--- src/rtl/bus_trace_buffer.sv ---
// Passive trace buffer for processor bus write events (memWr/regWr).
// Circular store with a pop port, sticky overflow flag and a selectable drop/overwrite policy.
module bus_trace_buffer #(
    parameter int ADDR_W      = 32,
    parameter int DATA_W      = 32,
    parameter int DEPTH       = 16,
    parameter int CAPTURE_REG = 1,
    parameter int WRAP_MODE   = 0
) (
    input  logic                      clk,
    input  logic                      rst_n,
    input  logic                      en,
    input  logic                      clr,
    input  logic                      memWr,
    input  logic                      regWr,
    input  logic [ADDR_W-1:0]         direc,
    input  logic [DATA_W-1:0]         datoOut,
    input  logic                      rd_en,
    output logic                      rd_valid,
    output logic [ADDR_W-1:0]         rd_direc,
    output logic [DATA_W-1:0]         rd_dato,
    output logic [1:0]                rd_kind,
    output logic [$clog2(DEPTH):0]    count,
    output logic                      empty,
    output logic                      full,
    output logic                      overflow
);

    localparam int   PTR_W     = $clog2(DEPTH);
    localparam int   CNT_W     = PTR_W + 1;
    localparam logic L_CAP_REG = (CAPTURE_REG != 0);
    localparam logic L_WRAP    = (WRAP_MODE != 0);

    logic [ADDR_W-1:0] r_mem_addr [DEPTH];
    logic [DATA_W-1:0] r_mem_data [DEPTH];
    logic [1:0]        r_mem_kind [DEPTH];

    logic [PTR_W-1:0]  r_wr_ptr;
    logic [PTR_W-1:0]  r_rd_ptr;
    logic [CNT_W-1:0]  r_count;
    logic              r_overflow;
    logic              r_rd_valid;
    logic [ADDR_W-1:0] r_rd_direc;
    logic [DATA_W-1:0] r_rd_dato;
    logic [1:0]        r_rd_kind;

    logic              w_cap;
    logic              w_empty;
    logic              w_full;
    logic              w_pop;
    logic              w_push;
    logic              w_ovwr;
    logic              w_drop;
    logic [1:0]        w_kind;

    assign w_cap   = en & (memWr | (L_CAP_REG & regWr));
    assign w_kind  = {regWr & L_CAP_REG, memWr};
    assign w_empty = (r_count == '0);
    assign w_full  = (r_count == CNT_W'(DEPTH));

    // clr wins over everything, so every same-cycle push/pop is masked by it
    assign w_pop   = rd_en & ~w_empty & ~clr;
    assign w_push  = w_cap & ~clr & (~w_full | w_pop | L_WRAP);
    assign w_ovwr  = w_cap & ~clr & w_full & ~w_pop & L_WRAP;
    assign w_drop  = w_cap & ~clr & w_full & ~w_pop & ~L_WRAP;

    // Storage has no reset: its contents only matter between the pointers
    always_ff @(posedge clk) begin
        if (w_push) begin
            r_mem_addr[r_wr_ptr] <= direc;
            r_mem_data[r_wr_ptr] <= datoOut;
            r_mem_kind[r_wr_ptr] <= w_kind;
        end
    end

    always_ff @(posedge clk or negedge rst_n) begin
        if (!rst_n) begin
            r_wr_ptr   <= '0;
            r_rd_ptr   <= '0;
            r_count    <= '0;
            r_overflow <= 1'b0;
        end else if (clr) begin
            r_wr_ptr   <= '0;
            r_rd_ptr   <= '0;
            r_count    <= '0;
            r_overflow <= 1'b0;
        end else begin
            if (w_push)
                r_wr_ptr <= r_wr_ptr + PTR_W'(1);
            // An overwrite discards the oldest entry, so the read side advances too
            if (w_pop | w_ovwr)
                r_rd_ptr <= r_rd_ptr + PTR_W'(1);
            if (w_push & ~w_pop & ~w_ovwr)
                r_count <= r_count + CNT_W'(1);
            else if (w_pop & ~w_push)
                r_count <= r_count - CNT_W'(1);
            if (w_ovwr | w_drop)
                r_overflow <= 1'b1;
        end
    end

    // Pop port: rd_* only change on a real pop and hold otherwise
    always_ff @(posedge clk or negedge rst_n) begin
        if (!rst_n) begin
            r_rd_valid <= 1'b0;
            r_rd_direc <= '0;
            r_rd_dato  <= '0;
            r_rd_kind  <= '0;
        end else begin
            r_rd_valid <= w_pop;
            if (w_pop) begin
                r_rd_direc <= r_mem_addr[r_rd_ptr];
                r_rd_dato  <= r_mem_data[r_rd_ptr];
                r_rd_kind  <= r_mem_kind[r_rd_ptr];
            end
        end
    end

    assign rd_valid = r_rd_valid;
    assign rd_direc = r_rd_direc;
    assign rd_dato  = r_rd_dato;
    assign rd_kind  = r_rd_kind;
    assign count    = r_count;
    assign empty    = w_empty;
    assign full     = w_full;
    assign overflow = r_overflow;

endmodule

--- config.mk ---
export PLATFORM = sky130hd
export DESIGN_NAME = bus_trace_buffer
export DESIGN_NICKNAME = d
export VERILOG_FILES = /design/src/rtl/bus_trace_buffer.sv
export SDC_FILE = /design/constraint.sdc
export NUM_CORES = 1
export LEC_CHECK = 0
export CAP_MARGIN = 20
export CORE_MARGIN = 2
export CORE_UTILIZATION = 55
export CTS_CLUSTER_SIZE = 40
export DETAILED_ROUTE_END_ITERATION = 8
export GPL_ROUTABILITY_DRIVEN = 1
export PLACE_DENSITY = 0.7
export SLEW_MARGIN = 20
export SYNTH_ARGS = -nofsm -noshare
export SYNTH_HDL_FRONTEND = slang
export SYNTH_SLANG_ARGS = --single-unit
--- constraint.sdc ---
create_clock -name clk -period 8.8 [get_ports clk]
set_clock_uncertainty 0.2 [all_clocks]
set_input_delay 2.2 -clock clk [delete_from_list [all_inputs] [get_ports clk]]
set_output_delay 2.2 -clock clk [all_outputs]
set_load 0.03 [all_outputs]
==> impl_metrics.sql <==
INSERT INTO impl_metrics (metric_group, metric, value, unit) VALUES
('status', 'status', 'complete, no violations', ''),
('pwr', 'cell_internal_pwr', '9.78', 'mW'),
('placed_design', 'buffer_ports.inserted', '145', ''),
('pwr', 'switching_power', '3.42', 'mW'),
('placed_design', 'post-dp-hpwl', '47.6', 'mm'),
('timing', 'rsz0062_at_grt', 'no', ''),
('cts', 'postCtsSetupBuffers', '0', ''),
('finish', 'sequential_cell_area', '33800', 'um2'),
('pwr', 'fin_total_pwr', '13.2', 'mW'),
('finish', 'finish.instance_area', '49600', 'um2'),
('pwr', 'total_leakage_power', '15.6', 'nW'),
('min_path', 'timing.hold.worst.start', 'overflow', ''),
('pwr', 'power_frac_seq', '48.1', '%'),
('critical_path', 'worst_r2r_path_depth', '5', ''),
('drt', 'drt_pre_antenna_iters', '7', ''),
('global_route', 'grt.total_usage', '22.7', '%'),
('yosys', 'post-synth-top-area-fraction', '73.1', '%'),
('yosys', 'synthesis.area_per_instance', '20.8', 'um2'),
('placed_design', 'dpl_worst_slack', '2.27', 'ns'),
('placed_design', 'dpl_cell_area', '46000', 'um2'),
('yosys', 'ys_async_sr_fraction', '7.12', '%'),
('finish', 'final_layout_size_suffix_gt1_share', '21.1', '%'),
('timing', 'slew-limit-headroom', '26.7', '%'),
('global_route', 'pin_count_of_the_biggest_net_entering_global_routing', '159', ''),
('global_route', 'grt_pass1_vias', '21500', ''),
('timing', 'achievable-frequency', '172', 'MHz'),
('drt', 'routed_wirelength', '90.9', 'mm'),
('drt', 'wl_per_cell', '26.7', 'um'),
('yosys', 'synthesis.area', '43400', 'um2'),
('drt', 'drt_iter0_markers', '1956', ''),
('cts', 'holdBufCountCts', '0', ''),
('floorplan', 'core_region_area', '78500', 'um2'),
('finish', 'final_nets', '2339', ''),
('yosys', 'ys_dominant_reg_cell', 'sky130_fd_sc_hd__edfxtp_1', ''),
('critical_path', 'cp_max_fo', '29', ''),
('cts', 'cts_buffer_depth', '3', ''),
('critical_path', 'cp.required', '8.90', 'ns'),
('global_route', 'globalRoute.totalOverflow', '0', ''),
('pwr', 'share_clk_of_total_power', '35.3', '%'),
('timing', 'layout_worst_path_cycle_share', '66.2', '%'),
('critical_path', 'regToRegSetupSlack', '5.04', 'ns'),
('global_route', 'grt_pass1_wl', '137', 'mm'),
('timing', 'hold_violations', '0', ''),
('yosys', 'synth.largest_area_cell', 'sky130_fd_sc_hd__edfxtp_1', ''),
('pwr', 'powerDensity', '266', 'nW/um2'),
('finish', 'final_cell_count_no_fill', '3407', ''),
('cts', 'clk_transition_reported_paths', '0.06', 'ns'),
('placed_design', 'gp_congestion', '0.750', ''),
('cts', 'cts.sink_count', '1137', ''),
('global_route', 'grt_antenna_before_repair', '4', ''),
('yosys', 'syn-num-nets', '2171', ''),
('placed_design', 'dp.cells', '3194', ''),
('pwr', 'combPwrFrac', '16.6', '%'),
('yosys', 'yosysWarnings', '0', ''),
('drt', 'post-route-drc-count', '0', ''),
('cts', 'insertion_delay', '0.68', 'ns'),
('min_path', 'holdPathEnd', 'overflow', ''),
('critical_path', 'setup.worst_path.class', 'in2reg', ''),
('cts', 'htree_levels', '3', ''),
('cts', 'cts_repair_resize_count', '0', ''),
('finish', 'finish.utilization', '63.2', '%'),
('yosys', 'yosys.cell_count.top_type', 'sky130_fd_sc_hd__edfxtp_1', ''),
('yosys', 'synth_cells', '2090', ''),
('drt', 'routed-via-count', '20700', ''),
('yosys', 'post_synth_num_cell_types', '45', ''),
('floorplan', 'die_x', '285', 'um'),
('yosys', 'ys_top_cells_by_area', 'sky130_fd_sc_hd__edfxtp_1 73%, sky130_fd_sc_hd__mux4_2 14%, sky130_fd_sc_hd__dfrtp_1 4.7%', ''),
('critical_path', 'arrival', '5.93', 'ns'),
('min_path', 'holdCritPathClass', 'reg2reg', ''),
('floorplan', 'die_height', '285', 'um'),
('finish', 'area_of_the_multi_input_gates', '9130', 'um2');
==> logic make-up after synthesis <==
family          after synthesis  share of synthesized area, %
compound gates              152                          2.84
mux                         271                          13.9
xor+xnor                      5                         0.101
flops                      1137                          77.7
simple gates                381                          3.70
buf+inv                     134                          1.44
fa+ha+maj                    10                         0.306
==> critical path: stages <==
cell and delay, ns:
sky130_fd_sc_hd__clkdlybuf4s50_1 0.87, sky130_fd_sc_hd__o21ai_2 0.28, sky130_fd_sc_hd__a311oi_1 0.63, sky130_fd_sc_hd__nand3b_1 0.44, sky130_fd_sc_hd__nor2_4 0.86, sky130_fd_sc_hd__buf_4 0.57
==> state kept, by name, summed over array words and instances (netlist names) <==
| signal | count |
|---|---|
| rd_kind | 2 |
| overflow | 1 |
| r_mem_addr | 512 |
| r_mem_kind | 32 |
| rd_direc | 32 |
| count | 5 |
| rd_valid | 1 |
| r_wr_ptr | 4 |
| r_rd_ptr | 4 |
| rd_dato | 32 |
| r_mem_data | 512 |
==> stage by stage <==
step	TNS, ns	hold slack (ns)
2_1_floorplan	-284.10	0.363
3_3_place_gp	0	0.289
3_5_place_dp	0	0.307
4_1_cts	0	0.317
5_1_grt	0	0.355
6_report	0	0.313
==> per-layer routing <==
metal,GRT usage (%),share of wire (%),up-vias
met5,0,0.031,-
met4,5.05,1.7,4
met3,3.90,6.0,116
met2,38.4,51,691
met1,31.7,41,11000
li1,-,-,8905
==> power by group through the flow <==
stage / combinational [mW] / sequential (mW) / clock [mW]
floorplan: 1.22 / 6.63 / 0
global placement: 2.18 / 6.46 / 0
detailed placement: 2.21 / 6.46 / 0
CTS: 2.22 / 6.36 / 4.73
global route: 2.35 / 6.37 / 4.95
finish: 2.19 / 6.35 / 4.66
==> area by class of cell <==
| type | instances | share of cell area (%) |
|---|---|---|
| inverters | 10 | 0.0807 |
| diodes | 2 | 0.0101 |
| flip-flops and latches | 1137 | 68.0 |
| multi-input cells | 819 | 18.4 |
| repair buffers | 179 | 3.57 |
| clock inverters | 59 | 1.20 |
| well taps | 1050 | 2.65 |
| clock buffers | 151 | 6.07 |
==> cells in the final DEF (no fill, tap or decap), drive strengths merged, types with 9 or more instances in the layout <==
cell | netlist | final
inv | 10 | 15
buf | 76 | 35
nand2 | 266 | 266
clkinv | 0 | 43
clkdlybuf4s50 | 0 | 144
nor2 | 17 | 17
nand3 | 71 | 71
clkbuf | 48 | 151
edfxtp | 1056 | 1056
a21oi | 71 | 71
dfrtp | 81 | 81
bufinv | 0 | 10
ha | 9 | 9
mux4 | 264 | 264
o221a | 66 | 66
==> worst max path at each step <==
stage	start	endpoint	slack [ns]
after CTS	memWr	r_mem_addr[8][20]	3.00
after floorplan	regWr	r_mem_addr[3][0]	-1.08
after global routing	memWr	r_mem_addr[8][19]	2.72
final	memWr	r_mem_addr[8][20]	2.98
after global placement	memWr	r_mem_addr[8][20]	2.38
after detailed placement	memWr	r_mem_addr[8][20]	2.27
No activity file was read; power rests on OpenSTA's default activity.
